File: src/rtl/sid_dac_pkg.sv
// rtl/sid_dac_pkg.sv - frame geometry and receiver state shared by the SID DAC link ends
package sid_dac_pkg;

  localparam int FRAME_BITS = 16;
  localparam int DATA_BITS  = 12;
  localparam int CFG_BITS   = FRAME_BITS - DATA_BITS;

  typedef enum logic {
    IDLE  = 1'b0,
    SHIFT = 1'b1
  } rx_state_e;

endpackage

File: src/rtl/sid_dac_rx_if.sv
// rtl/sid_dac_rx_if.sv - serial DAC link pins plus the deserialised sample side
interface sid_dac_rx_if
  import sid_dac_pkg::*;
#(
  parameter int PERIOD_W = 16
);

  logic                 spi_clk;
  logic                 spi_le;
  logic                 spi_dat_1;
  logic                 spi_dat_2;
  logic [DATA_BITS-1:0] sample_out_1;
  logic [DATA_BITS-1:0] sample_out_2;
  logic [CFG_BITS-1:0]  cfg_out_1;
  logic [CFG_BITS-1:0]  cfg_out_2;
  logic                 sample_valid;
  logic                 frame_err;
  logic [PERIOD_W-1:0]  period;

  modport slave (
    input  spi_clk, spi_le, spi_dat_1, spi_dat_2,
    output sample_out_1, sample_out_2, cfg_out_1, cfg_out_2,
    output sample_valid, frame_err, period
  );

  modport master (
    output spi_clk, spi_le, spi_dat_1, spi_dat_2,
    input  sample_out_1, sample_out_2, cfg_out_1, cfg_out_2,
    input  sample_valid, frame_err, period
  );

endinterface

File: src/rtl/sid_sync_edge.sv
// rtl/sid_sync_edge.sv - N-flop synchroniser with one-clk rise/fall strobes
module sid_sync_edge #(
  parameter int   STAGES  = 2,
  parameter logic RST_VAL = 1'b0
) (
  input  logic clk,
  input  logic rst_n,
  input  logic d_i,
  output logic rise_o,
  output logic fall_o
);

  logic [STAGES-1:0] sync_q;
  logic              prev_q;

  always_ff @(posedge clk or negedge rst_n) begin
    if (!rst_n) begin
      sync_q <= {STAGES{RST_VAL}};
      prev_q <= RST_VAL;
    end else begin
      sync_q <= {sync_q[STAGES-2:0], d_i};
      prev_q <= sync_q[STAGES-1];
    end
  end

  assign rise_o =  sync_q[STAGES-1] & ~prev_q;
  assign fall_o = ~sync_q[STAGES-1] &  prev_q;

endmodule

File: src/rtl/sid_dac_rx.sv
// rtl/sid_dac_rx.sv - two-lane serial DAC receiver: deserialise, frame check, sample period
module sid_dac_rx
  import sid_dac_pkg::*;
#(
  parameter int SYNC_STAGES = 2,
  parameter int PERIOD_W    = 16
) (
  input  logic         clk,
  input  logic         rst_n,
  sid_dac_rx_if.slave  bus
);

  localparam int                 BCW     = $clog2(FRAME_BITS + 2);
  localparam logic [BCW-1:0]     BC_FULL = BCW'(FRAME_BITS);
  localparam logic [BCW-1:0]     BC_MAX  = BCW'(FRAME_BITS + 1);
  localparam logic [BCW-1:0]     BC_ONE  = BCW'(1);
  localparam logic [PERIOD_W-1:0] P_ONE  = PERIOD_W'(1);

  logic clk_rise, le_rise, le_fall;
  logic unused_clk_fall;
  logic [SYNC_STAGES-1:0] dat1_sync_q, dat2_sync_q;
  logic dat1, dat2;

  rx_state_e             state_q, state_d;
  logic [FRAME_BITS-1:0] sh1_q, sh1_d, sh2_q, sh2_d;
  logic [BCW-1:0]        bitcnt_q, bitcnt_d;
  logic [DATA_BITS-1:0]  smp1_q, smp1_d, smp2_q, smp2_d;
  logic [CFG_BITS-1:0]   cfg1_q, cfg1_d, cfg2_q, cfg2_d;
  logic                  valid_q, valid_d, err_q, err_d;
  logic [PERIOD_W-1:0]   pcnt_q, pcnt_d, period_q, period_d, pcnt_inc;

  sid_sync_edge #(.STAGES(SYNC_STAGES), .RST_VAL(1'b0)) u_clk_sync (
    .clk    (clk),
    .rst_n  (rst_n),
    .d_i    (bus.spi_clk),
    .rise_o (clk_rise),
    .fall_o (unused_clk_fall)
  );

  sid_sync_edge #(.STAGES(SYNC_STAGES), .RST_VAL(1'b1)) u_le_sync (
    .clk    (clk),
    .rst_n  (rst_n),
    .d_i    (bus.spi_le),
    .rise_o (le_rise),
    .fall_o (le_fall)
  );

  // Same depth as the spi_clk chain so the bit lands with its detected rising edge.
  always_ff @(posedge clk or negedge rst_n) begin
    if (!rst_n) begin
      dat1_sync_q <= '0;
      dat2_sync_q <= '0;
    end else begin
      dat1_sync_q <= {dat1_sync_q[SYNC_STAGES-2:0], bus.spi_dat_1};
      dat2_sync_q <= {dat2_sync_q[SYNC_STAGES-2:0], bus.spi_dat_2};
    end
  end

  assign dat1     = dat1_sync_q[SYNC_STAGES-1];
  assign dat2     = dat2_sync_q[SYNC_STAGES-1];
  assign pcnt_inc = (pcnt_q == '1) ? pcnt_q : pcnt_q + P_ONE;

  always_comb begin
    state_d  = state_q;
    sh1_d    = sh1_q;
    sh2_d    = sh2_q;
    bitcnt_d = bitcnt_q;
    smp1_d   = smp1_q;
    smp2_d   = smp2_q;
    cfg1_d   = cfg1_q;
    cfg2_d   = cfg2_q;
    valid_d  = 1'b0;
    err_d    = 1'b0;
    pcnt_d   = pcnt_inc;
    period_d = period_q;

    case (state_q)
      IDLE: begin
        if (le_fall) begin
          state_d  = SHIFT;
          sh1_d    = '0;
          sh2_d    = '0;
          bitcnt_d = '0;
        end
      end
      SHIFT: begin
        // A bit arriving with the latch edge is shifted before the count is judged.
        if (clk_rise) begin
          sh1_d = {sh1_q[FRAME_BITS-2:0], dat1};
          sh2_d = {sh2_q[FRAME_BITS-2:0], dat2};
          if (bitcnt_q != BC_MAX) bitcnt_d = bitcnt_q + BC_ONE;
        end
        if (le_rise) begin
          state_d = IDLE;
          if (bitcnt_d == BC_FULL) begin
            smp1_d   = sh1_d[DATA_BITS-1:0];
            smp2_d   = sh2_d[DATA_BITS-1:0];
            cfg1_d   = sh1_d[FRAME_BITS-1:DATA_BITS];
            cfg2_d   = sh2_d[FRAME_BITS-1:DATA_BITS];
            valid_d  = 1'b1;
            period_d = pcnt_inc;
            pcnt_d   = '0;
          end else begin
            err_d = 1'b1;
          end
        end
      end
      default: state_d = IDLE;
    endcase
  end

  always_ff @(posedge clk or negedge rst_n) begin
    if (!rst_n) begin
      state_q  <= IDLE;
      sh1_q    <= '0;
      sh2_q    <= '0;
      bitcnt_q <= '0;
      smp1_q   <= '0;
      smp2_q   <= '0;
      cfg1_q   <= '0;
      cfg2_q   <= '0;
      valid_q  <= 1'b0;
      err_q    <= 1'b0;
      pcnt_q   <= '0;
      period_q <= '0;
    end else begin
      state_q  <= state_d;
      sh1_q    <= sh1_d;
      sh2_q    <= sh2_d;
      bitcnt_q <= bitcnt_d;
      smp1_q   <= smp1_d;
      smp2_q   <= smp2_d;
      cfg1_q   <= cfg1_d;
      cfg2_q   <= cfg2_d;
      valid_q  <= valid_d;
      err_q    <= err_d;
      pcnt_q   <= pcnt_d;
      period_q <= period_d;
    end
  end

  assign bus.sample_out_1 = smp1_q;
  assign bus.sample_out_2 = smp2_q;
  assign bus.cfg_out_1    = cfg1_q;
  assign bus.cfg_out_2    = cfg2_q;
  assign bus.sample_valid = valid_q;
  assign bus.frame_err    = err_q;
  assign bus.period       = period_q;

endmodule

File: src/flat_wrapper.sv
// flat-port wrapper written by rule: the top's interface ports become plain ports
module sid_dac_rx_flat import sid_dac_pkg::*;
#(
  parameter int SYNC_STAGES = 2,
  parameter int PERIOD_W    = 16
)
  (clk, rst_n, bus_spi_clk, bus_spi_le, bus_spi_dat_1, bus_spi_dat_2, bus_sample_out_1, bus_sample_out_2, bus_cfg_out_1, bus_cfg_out_2, bus_sample_valid, bus_frame_err, bus_period);
  sid_dac_rx_if #(.PERIOD_W(PERIOD_W)) bus_i ();
  input  logic clk;
  input  logic rst_n;
  input wire logic [$bits(bus_i.spi_clk)-1:0] bus_spi_clk;
  input wire logic [$bits(bus_i.spi_le)-1:0] bus_spi_le;
  input wire logic [$bits(bus_i.spi_dat_1)-1:0] bus_spi_dat_1;
  input wire logic [$bits(bus_i.spi_dat_2)-1:0] bus_spi_dat_2;
  output wire logic [$bits(bus_i.sample_out_1)-1:0] bus_sample_out_1;
  output wire logic [$bits(bus_i.sample_out_2)-1:0] bus_sample_out_2;
  output wire logic [$bits(bus_i.cfg_out_1)-1:0] bus_cfg_out_1;
  output wire logic [$bits(bus_i.cfg_out_2)-1:0] bus_cfg_out_2;
  output wire logic [$bits(bus_i.sample_valid)-1:0] bus_sample_valid;
  output wire logic [$bits(bus_i.frame_err)-1:0] bus_frame_err;
  output wire logic [$bits(bus_i.period)-1:0] bus_period;
  assign bus_i.spi_clk = bus_spi_clk;
  assign bus_i.spi_le = bus_spi_le;
  assign bus_i.spi_dat_1 = bus_spi_dat_1;
  assign bus_i.spi_dat_2 = bus_spi_dat_2;
  assign bus_sample_out_1 = bus_i.sample_out_1;
  assign bus_sample_out_2 = bus_i.sample_out_2;
  assign bus_cfg_out_1 = bus_i.cfg_out_1;
  assign bus_cfg_out_2 = bus_i.cfg_out_2;
  assign bus_sample_valid = bus_i.sample_valid;
  assign bus_frame_err = bus_i.frame_err;
  assign bus_period = bus_i.period;
  sid_dac_rx #(.SYNC_STAGES(SYNC_STAGES), .PERIOD_W(PERIOD_W)) u_core (.clk(clk), .rst_n(rst_n), .bus(bus_i));
endmodule
File: config.mk
export PLATFORM = sky130hd
export DESIGN_NAME = sid_dac_rx_flat
export DESIGN_NICKNAME = d
export VERILOG_FILES = /design/src/rtl/sid_dac_pkg.sv /design/src/rtl/sid_dac_rx_if.sv /design/src/rtl/sid_sync_edge.sv /design/src/rtl/sid_dac_rx.sv /design/src/flat_wrapper.sv
export SDC_FILE = /design/constraint.sdc
export NUM_CORES = 1
export LEC_CHECK = 0
export CAP_MARGIN = 20
export CORE_ASPECT_RATIO = 1.5
export CORE_MARGIN = 8
export CORE_UTILIZATION = 40
export DETAILED_ROUTE_END_ITERATION = 7
export PLACE_DENSITY_LB_ADDON = 0.25
export SLEW_MARGIN = 20
export SYNTH_ARGS = -nofsm -noshare
export SYNTH_HDL_FRONTEND = slang
export SYNTH_HIERARCHICAL = 1
export SYNTH_SLANG_ARGS = --single-unit
File: constraint.sdc
create_clock -name clk -period 3.39 [get_ports clk]
set_input_delay 0.5085 -clock clk [delete_from_list [all_inputs] [get_ports clk]]
set_output_delay 0.5085 -clock clk [all_outputs]
set_load 0.02 [all_outputs]
## Word level (Yosys, flattened, before mapping)

Index checks and enable logic that the tools add are counted.

| storage, ports and cells | value |
|---|---|
| word-level logic and storage cells | 55 |
| bits of input ports | 6 |
| output and inout port bits | 50 |
| register bits after elaboration | 114 |

| cells by class | value |
|---|---|
| muxes and demuxes | 23 |
| add/sub/neg operators | 2 |
| eq/ne operators | 4 |
| bitwise logic cells | 7 |
| reduce and logical (&&, ||, !) cells | 1 |

Operators by type and width:

| kind | number |
|---|---|
| $mux 16 | 7 |
| $pmux 16 s2 | 2 |
| $mux 5 | 4 |
| $add 16x1->16 const B | 1 |
| $eq 16x16->1 const B | 1 |
| $pmux 5 s2 | 1 |
| $mux 1 | 8 |
| $add 5x1->5 const B | 1 |
| $eq 5x5->1 const B | 1 |
| $ne 5x5->1 const B | 1 |
| $not 1->1 | 4 |
| $and 1x1->1 | 3 |
| $reduce_and 3->1 | 1 |
| $ne 2x1->1 const B | 1 |
| $pmux 1 s2 | 1 |

## Logic depth before layout (Yosys ltp)

Gate-level depths: netlist (run 1).

| depth | value |
|---|---|
| word-level depth | 8 |
| gate-level depth with buffers | 10 |
| gate-level depth less buffers | 7 |

## Cells and area by module

The synthesis (run 1) kept the hierarchy.

Modules (own cells, without submodules):

| module | seq. area each (um^2) | times used | area an instance (um^2) | cells each |
|---|---|---|---|---|
| sid_dac_rx | 2702.6 | 1 | 4926.0 | 433 |
| sid_sync_edge (u_core.u_le_sync) | 78.8 | 1 | 93.8 | 5 |
| sid_sync_edge (u_core.u_clk_sync) | 75.1 | 1 | 90.1 | 5 |

## Worst setup path after synthesis (run 1)

No wires, ideal clock.

| timing | value |
|---|---|
| path type | reg2reg |
| start point | reg u_core.bitcnt_q[1] |
| end point | reg u_core.smp1_q[0] (netlist: u_core/bus.sample_out_1[0]) |
| clock period less this slack | 2054 ps |
| data arrival time | 1926 ps |
| setup time | 127 ps |
| path slack | 1336 ps |
| data required time | 3263 ps |
| buffers on the path | 2 |
| stages on the path, launching flop included | 10 |
| cell sequence | dfrtp_1 > inv_1 > ha_1 > nand2_1 > o31ai_4 > mux2i_1 > nor4_2 > buf_4 > buf_6 > mux2_1 |

| between the ends | value |
|---|---|
| longest elaborated chain between the ends | 6 |
| elaborated cells between the ends (all ways) | 7 |
| classes of those cells | add/sub: 1; eq/ne: 2; mux: 3; reduce/logical: 1 |

Ends and longest elaborated chain:

| what | line | RTL |
|---|---|---|
| from (decl) | sid_dac_rx.sv:26 | `logic [BCW-1:0] bitcnt_q, bitcnt_d;` |
| from (signal assigned) | sid_dac_rx.sv:130 | `bitcnt_q <= bitcnt_d;` |
| $add 5x1->5 / $ne 5x5->1 (equally long branches) | sid_dac_rx.sv:91 | `if (bitcnt_q != BC_MAX) bitcnt_d = bitcnt_q + BC_ONE;` |
| $mux 5 | sid_dac_rx.sv:91 |  |
| $mux 5 * | sid_dac_rx.sv:88 | `if (clk_rise) begin` |
| $mux 5 * | sid_dac_rx.sv:77 | `case (state_q)` |
| $eq 5x5->1 * | sid_dac_rx.sv:95 | `if (bitcnt_d == BC_FULL) begin` |
| $reduce_and 3->1 (no line) * | -- |  |
| to (signal assigned) | sid_dac_rx.sv:131 | `smp1_q <= smp1_d;` |
| to (decl) | sid_dac_rx.sv:27 | `logic [DATA_BITS-1:0] smp1_q, smp1_d, smp2_q, smp2_d;` |

Every way passes the cells marked *; elsewhere a longest branch is shown, timed or not. The select of a mux whose other input is x is not followed.
A chain may end at the register's enable or synchronous reset.

## Worst setup path after layout (run 1)

| timing | value |
|---|---|
| start point | reg u_core.u_clk_sync.prev_q |
| end point | reg u_core.cfg1_q[2] (netlist: u_core/bus.cfg_out_1[2]) |

| between the ends | value |
|---|---|
| longest elaborated chain between the ends | 6 |
| elaborated cells between the ends (all ways) | 7 |
| classes of those cells | eq/ne: 1; mux: 3; bitwise: 2; reduce/logical: 1 |

Ends and longest elaborated chain:

| what | line | RTL |
|---|---|---|
| from (decl) | sid_sync_edge.sv:14 | `logic prev_q;` |
| from (signal assigned) | sid_sync_edge.sv:22 | `prev_q <= sync_q[STAGES-1];` |
| $not 1->1 * | sid_sync_edge.sv:26 | `assign rise_o = sync_q[STAGES-1] & ~prev_q;` |
| $and 1x1->1 * | sid_sync_edge.sv:26 |  |
| net u_core.clk_rise | sid_dac_rx.sv:19 | `logic clk_rise, le_rise, le_fall;` |
| $mux 5 | sid_dac_rx.sv:88 |  |
| $mux 5 | sid_dac_rx.sv:77 |  |
| $eq 5x5->1 | sid_dac_rx.sv:95 |  |
| $reduce_and 3->1 (no line) | -- |  |
| to (signal assigned) | sid_dac_rx.sv:133 | `cfg1_q <= cfg1_d;` |
| to (decl) | sid_dac_rx.sv:28 | `logic [CFG_BITS-1:0] cfg1_q, cfg1_d, cfg2_q, cfg2_d;` |

Mark *: on every way through the listed nets, which the timed path passes. The rest lies on a longest branch. The select of a mux whose other input is x is not followed.

==> results_dict.tcl, run 1 <==
set metrics [dict create \
    crit_path_start_kind "flop" \
    outcome "complete, no violations" \
    diodes 0 \
    grt_usage_pct 12.9 \
    multi_input_area_sq_um 2080 \
    cts_buffers 17 \
    rsz0062_at_grt "no" \
    die_y_microns 154 \
    routed_wl_microns 10000 \
    clock-sinks 114 \
    finalMaxSlewViolations 0 \
    fin_nets 508 \
    switching_share_pct 21.9 \
    setup-tns-final_ns 0 \
    maxCapViolCount 0 \
    min_path_type "in2async" \
    fin_skew_ns 0.00989 \
    cts_resized 0 \
    ys_warn_count 6 \
    fmax_mhz 397 \
    pwr-share-seq_pct 42.0 \
    path_class "reg2reg" \
    grt_overflow 0 \
    start_util_pct 41.0 \
    cts-root-buf "clkbuf_16" \
    syn-cell-area_sq_um 5100 \
    wl_per_cell_microns 15.0 \
    p_clk_share_pct 51.8 \
    min_period_ns 2.52 \
    grt_max_degree 75 \
    antenna_found_initial 0 \
    crit_path_end_kind "flop" \
    grt_pass1_vias 3676 \
    layout_setup_ws_ns 0.871 \
    drive_gt1_share_pct 18.4 \
    worst_slew_pin_slew_ns 0.693 \
    vias 3364 \
    die_x_microns 108 \
    core_region_area_sq_um 12400 \
    post_cts_buffers 0 \
    port_buffers 55 \
    dieArea_sq_um 16700 \
    ios 56 \
    mappedNetlistNets 451 \
    arrival_ns 2.80 \
    fillCellCount 1079 \
    syn_area_per_cell_sq_um 11.5 \
    period_share_pct 74.3 \
    synth_cells 442 \
    dp_hpwl_microns 6510 \
    p_sw_uw 751 \
    pre_cts_ws_ns 0.886 \
    hold_violations 0 \
    grt_pass1_wl_microns 17200 \
    cts_max_path_buffers 2 \
    vdd_drop_max_mv 0.340 \
    drtPass1Iterations 7 \
    cts_tree "done" \
    clock_latency_ns 0.40 \
    p_leak_uw 0.00283 \
    ant_nets 0 \
    cts_hold_buf 0 \
    max_slew_margin_pct 53.4 \
    required_ns 3.67 \
    setup_viol 0 \
    worstPathMaxFanout 41 \
    place_congestion 0.847 \
    drt_iter0_drc 164 \
    fp-row-count 50 \
    vias_per_cell 5.04 \
    htree_levels 4 \
    regArea_sq_um 2860 \
    drcViolationCount 0 \
    synthToLayoutAreaGrowth_pct 25.4 \
    path_clk_slew_ns 0.05 \
    combPwrFrac_pct 6.3 \
    p_int_uw 2680 \
    power.density_nw_per_um2 537 \
]
[routing by layer]
layer  vias up  GRT usage (%)  part of all wire [%]
met5         -              0                     0
met4         0           5.84                   1.9
met3        14           4.74                   5.4
met2        64           22.2                    52
met1      1662           13.5                    41
li1       1624              -                     -
[power groups by stage]
stage | Clock, uW | Sequential [uW] | Combinational [uW]
5_1_grt | 1880 | 1450 | 240
3_3_place_gp | 0 | 1460 | 211
6_report | 1780 | 1440 | 215
3_5_place_dp | 0 | 1460 | 219
2_1_floorplan | 0 | 1450 | 148
4_1_cts | 1820 | 1440 | 220
[stage by stage]
step                power [uW]  util (%)  cell area (sq um)  hold WS, ns  instances
floorplan                 1600         -               5100        0.213        442
global placement          1670      46.6               5800        0.334        636
detailed placement        1680      46.6               5800        0.335        636
CTS                       3480      51.4               6390        0.138        668
global route              3570      51.4               6390        0.173        668
finish                    3430      51.4               6390        0.135        668
[critical path, cell delays in order (launching register included)]
cell     delay [ns]
dfrtp_1        0.39
nor2b_4        0.11
buf_4          0.26
nand2_1        0.14
nand2_1        0.12
a31oi_1        0.16
nor4_4         0.31
buf_4          0.50
mux2_2         0.40
[flip-flops by register name, summed over array words and instances (netlist names), 2 cells and up]
register,cells
u_core/bus.sample_out_2,12
u_core/sh2_q,16
u_core/dat1_sync_q,2
u_core/bus.cfg_out_1,4
u_core/u_le_sync/sync_q,2
u_core/bus.cfg_out_2,4
u_core/pcnt_q,16
u_core/u_clk_sync/sync_q,2
u_core/bus.sample_out_1,12
u_core/bitcnt_q,5
u_core/sh1_q,16
u_core/dat2_sync_q,2
u_core/bus.period,16
[worst paths after layout]
kind | startpoint | endpoint | slack [ns] | cells past startpoint
worst max-delay path | u_core/u_clk_sync/prev_q$_DFF_PN0_ | u_core/bus.cfg_out_1[2]$_DFFE_PN0P_ | 0.87 | 8
worst min-delay path | rst_n | u_core/bus.period[3]$_DFFE_PN0P_ | 0.13 | 1
worst max register to register | u_core/u_clk_sync/prev_q$_DFF_PN0_ | u_core/bus.cfg_out_1[2]$_DFFE_PN0P_ | 0.87 | 8
worst min register to register | u_core/dat2_sync_q[0]$_DFF_PN0_ | u_core/dat2_sync_q[1]$_DFF_PN0_ | 0.34 | 0
max in group asynchronous | rst_n | u_core/u_le_sync/prev_q$_DFF_PN1_ | 2.44 | 2
min in group clk | u_core/dat2_sync_q[0]$_DFF_PN0_ | u_core/dat2_sync_q[1]$_DFF_PN0_ | 0.34 | 0
[cell type report]
type                    instances  area share, %
flip-flops and latches        114           44.7
inverters                      16          0.939
clock inverters                10           2.09
repair buffers                 61           9.47
well taps                     156           3.05
clock buffers                  22           7.26
multi-input cells             289           32.5
[cell usage in the layout (no fill, tap or decap), types with 3 or more instances in the layout]
cell type and n:
dfrtp_1 110, clkdlybuf4s50_1 54, mux2_2 48, nand2_1 42, o21ai_0 42, nand2b_1 34
nor2_1 26, mux2i_1 20, mux2_1 18, clkbuf_16 17, inv_1 16, nand3_1 8
nand4_1 7, buf_4 6, xor2_1 6, clkinv_2 4, xnor2_1 4, nor3_1 4
clkbuf_1 3, bufinv_16 3, a31oi_1 3, nor2b_1 3, ha_1 3, dfstp_2 3
Power figures use the tool's default switching activity.
==> run 2, diff against run 1 <==
==> constraint.sdc (replaced) <==
create_clock -name clk -period 2.2 [get_ports clk]
set_input_delay 0.33 -clock clk [delete_from_list [all_inputs] [get_ports clk]]
set_output_delay 0.33 -clock clk [all_outputs]
set_load 0.02 [all_outputs]
==> results_dict.tcl, run 2 (same netlist as run 1, synthesis figures left out) <==
set metrics [dict create \
    outcome "complete, but fails checks" \
    violations "negative setup slack" \
    grt_pass1_wl_microns 17400 \
    min_period_ns 2.23 \
    post-place-cells 646 \
    start_util_pct 41.0 \
    hold_violations 0 \
    routed_wl_microns 11200 \
    drt_iter0_drc 152 \
    cts_buffers 17 \
    p_sw_uw 1170 \
    slowest_delay_ns 0.40 \
    switching_share_pct 21.9 \
    fp-row-count 50 \
    final_cells 689 \
    vias_per_cell 5.12 \
    p_int_uw 4170 \
    worstPathMaxFanout 11 \
    grtUsageMet2_pct 21.9 \
    vdd_drop_max_mv 0.482 \
    place_congestion 0.837 \
    path_class "reg2reg" \
    cp_slowest_cell "dfrtp_1" \
    ios 56 \
    power_uw 5340 \
    grt_overflow 0 \
    port_buffers 55 \
    layout_common_cells "dfrtp_1, clkdlybuf4s50_1, o21ai_0" \
    cts_tree "done" \
    fmax_mhz 448 \
    cts_max_path_buffers 2 \
    final_area_sq_um 6770 \
    layout_setup_ws_ns -0.0346 \
    antenna_found_initial 0 \
    grt_usage_pct 13.1 \
    power.density_nw_per_um2 789 \
    max_slew_margin_pct 58.4 \
    finalMaxSlewViolations 0 \
    gr-usage-met3_pct 4.37 \
    period_share_pct 102 \
    grt_max_degree 75 \
    drtPass1Iterations 5 \
    clock_latency_ns 0.41 \
    arrival_ns 2.54 \
    p_leak_uw 0.00298 \
    dp_hpwl_microns 6830 \
    dpl_cell_area_sq_um 5880 \
    hold_depth 1 \
    worst_slew_pin_slew_ns 0.625 \
    fin_skew_ns 0.0140 \
    maxCapViolCount 0 \
    rsz0062_at_grt "yes" \
    pwr-share-seq_pct 41.5 \
    met1_usage_pct 14.9 \
    worstPathCellList "inv_2 > ha_4 > nand2_4 > o31ai_4 > mux2i_2 > nor4_4 > buf_6 > buf_12 > buf_8 > mux2i_1" \
    top_usage_layer "met2" \
    fin_nets 529 \
    die_x_microns 108 \
    mostFrequentLayoutCell "dfrtp_1" \
    p_clk_share_pct 50.4 \
    r2r_cells 10 \
    die_y_microns 154 \
    core_region_area_sq_um 12400 \
    setup_viol 34 \
    synthToLayoutAreaGrowth_pct 32.7 \
    grt_pass1_vias 3590 \
    setup-tns-final_ns -0.559 \
    combPwrFrac_pct 8.1 \
    drcViolationCount 0 \
    cts-root-buf "clkbuf_16" \
    drive_gt1_share_pct 24.4 \
    clock-sinks 114 \
    ant_nets 0 \
    dieArea_sq_um 16700 \
    path_clk_slew_ns 0.05 \
    wl_per_cell_microns 16.3 \
    fillCellCount 1069 \
    crit_path_start_kind "flop" \
    crit_path_end_kind "flop" \
    diodes 0 \
    vias 3528 \
    htree_levels 4 \
    required_ns 2.51 \
    min_path_type "in2reg" \
]
-- run 2: changes by cell type in the layout (fill, tap and decap cells not counted), sizes merged --
cell / previous run / this run
dlygate4sd3: 0 / 1
clkbuf: 22 / 30
buf: 7 / 24
bufinv: 3 / 2
clkinv: 5 / 3
clkinvlp: 2 / 0
-- run 2: repair_timing --
action	CTS	global route
gates cloned	1	4
setup buffers	2	4
gates resized for setup	1	39
endpoints found under the hold margin	32	0
pin swaps	1	2
setup endpoints to repair	21	54
hold buffers	1	0
-- run 2: area by class of cell --
type                    instances  area, sq um  share of cell area [%]
flip-flops and latches        114         2860                    42.2
multi-input cells             289         2210                    32.6
repair buffers                 82          858                    12.7
clock buffers                  27          513                    7.58
well taps                     156          195                    2.88
clock inverters                 5         75.1                    1.11
inverters                      16         60.1                   0.887
-- run 2: power groups by stage --
stage | logic, uW | clock network (uW) | registers [uW]
finish | 434 | 2690 | 2220
global route | 480 | 2830 | 2220
CTS | 362 | 2740 | 2210
detailed placement | 359 | 0 | 2250
global placement | 350 | 0 | 2240
floorplan | 228 | 0 | 2240
-- run 2: final timing paths --
check                           slack [ns]                       startpoint                              endpoint
worst max-delay path                 -0.03   u_core/bitcnt_q[1]$_DFFE_PN0P_     u_core/bus.period[10]$_DFFE_PN0P_
worst max register to register       -0.03   u_core/bitcnt_q[1]$_DFFE_PN0P_     u_core/bus.period[10]$_DFFE_PN0P_
worst min-delay path                  0.34                       bus_spi_le  u_core/u_le_sync/sync_q[0]$_DFF_PN1_
worst min register to register        0.35  u_core/dat2_sync_q[0]$_DFF_PN0_       u_core/dat2_sync_q[1]$_DFF_PN0_
min in group asynchronous             0.46                            rst_n           u_core/sh1_q[3]$_DFFE_PN0P_
max in group asynchronous             1.06                            rst_n     u_core/u_le_sync/prev_q$_DFF_PN1_
-- run 2: critical path: cells and delay by family (launching register included) --
| family | cells | cell delay (ns) |
|---|---|---|
| buf+inv | 4 | 0.58 |
| flops | 1 | 0.40 |
| simple gates | 2 | 0.37 |
| mux | 2 | 0.36 |
| compound gates | 1 | 0.28 |
| fa+ha+maj | 1 | 0.14 |
-- run 2: routing by layer --
layer,up-vias,part of all wire [%],wire (microns)
met5,-,0,0
met1,1768,42,4770
li1,1662,-,-
met3,15,4.5,507
met2,83,52,5800
met4,0,1.6,176
-- run 2: metrics by stage --
stage | utilization (%) | hold WS (ns) | worst slack [ns]
after floorplan | - | 0.0344 | 0.146
after global placement | 47.3 | 0.332 | 0.0735
after detailed placement | 47.3 | 0.335 | -0.0340
after CTS | 52.5 | 0.330 | 0.0128
after global routing | 54.4 | 0.336 | -0.113
final | 54.4 | 0.340 | -0.0346
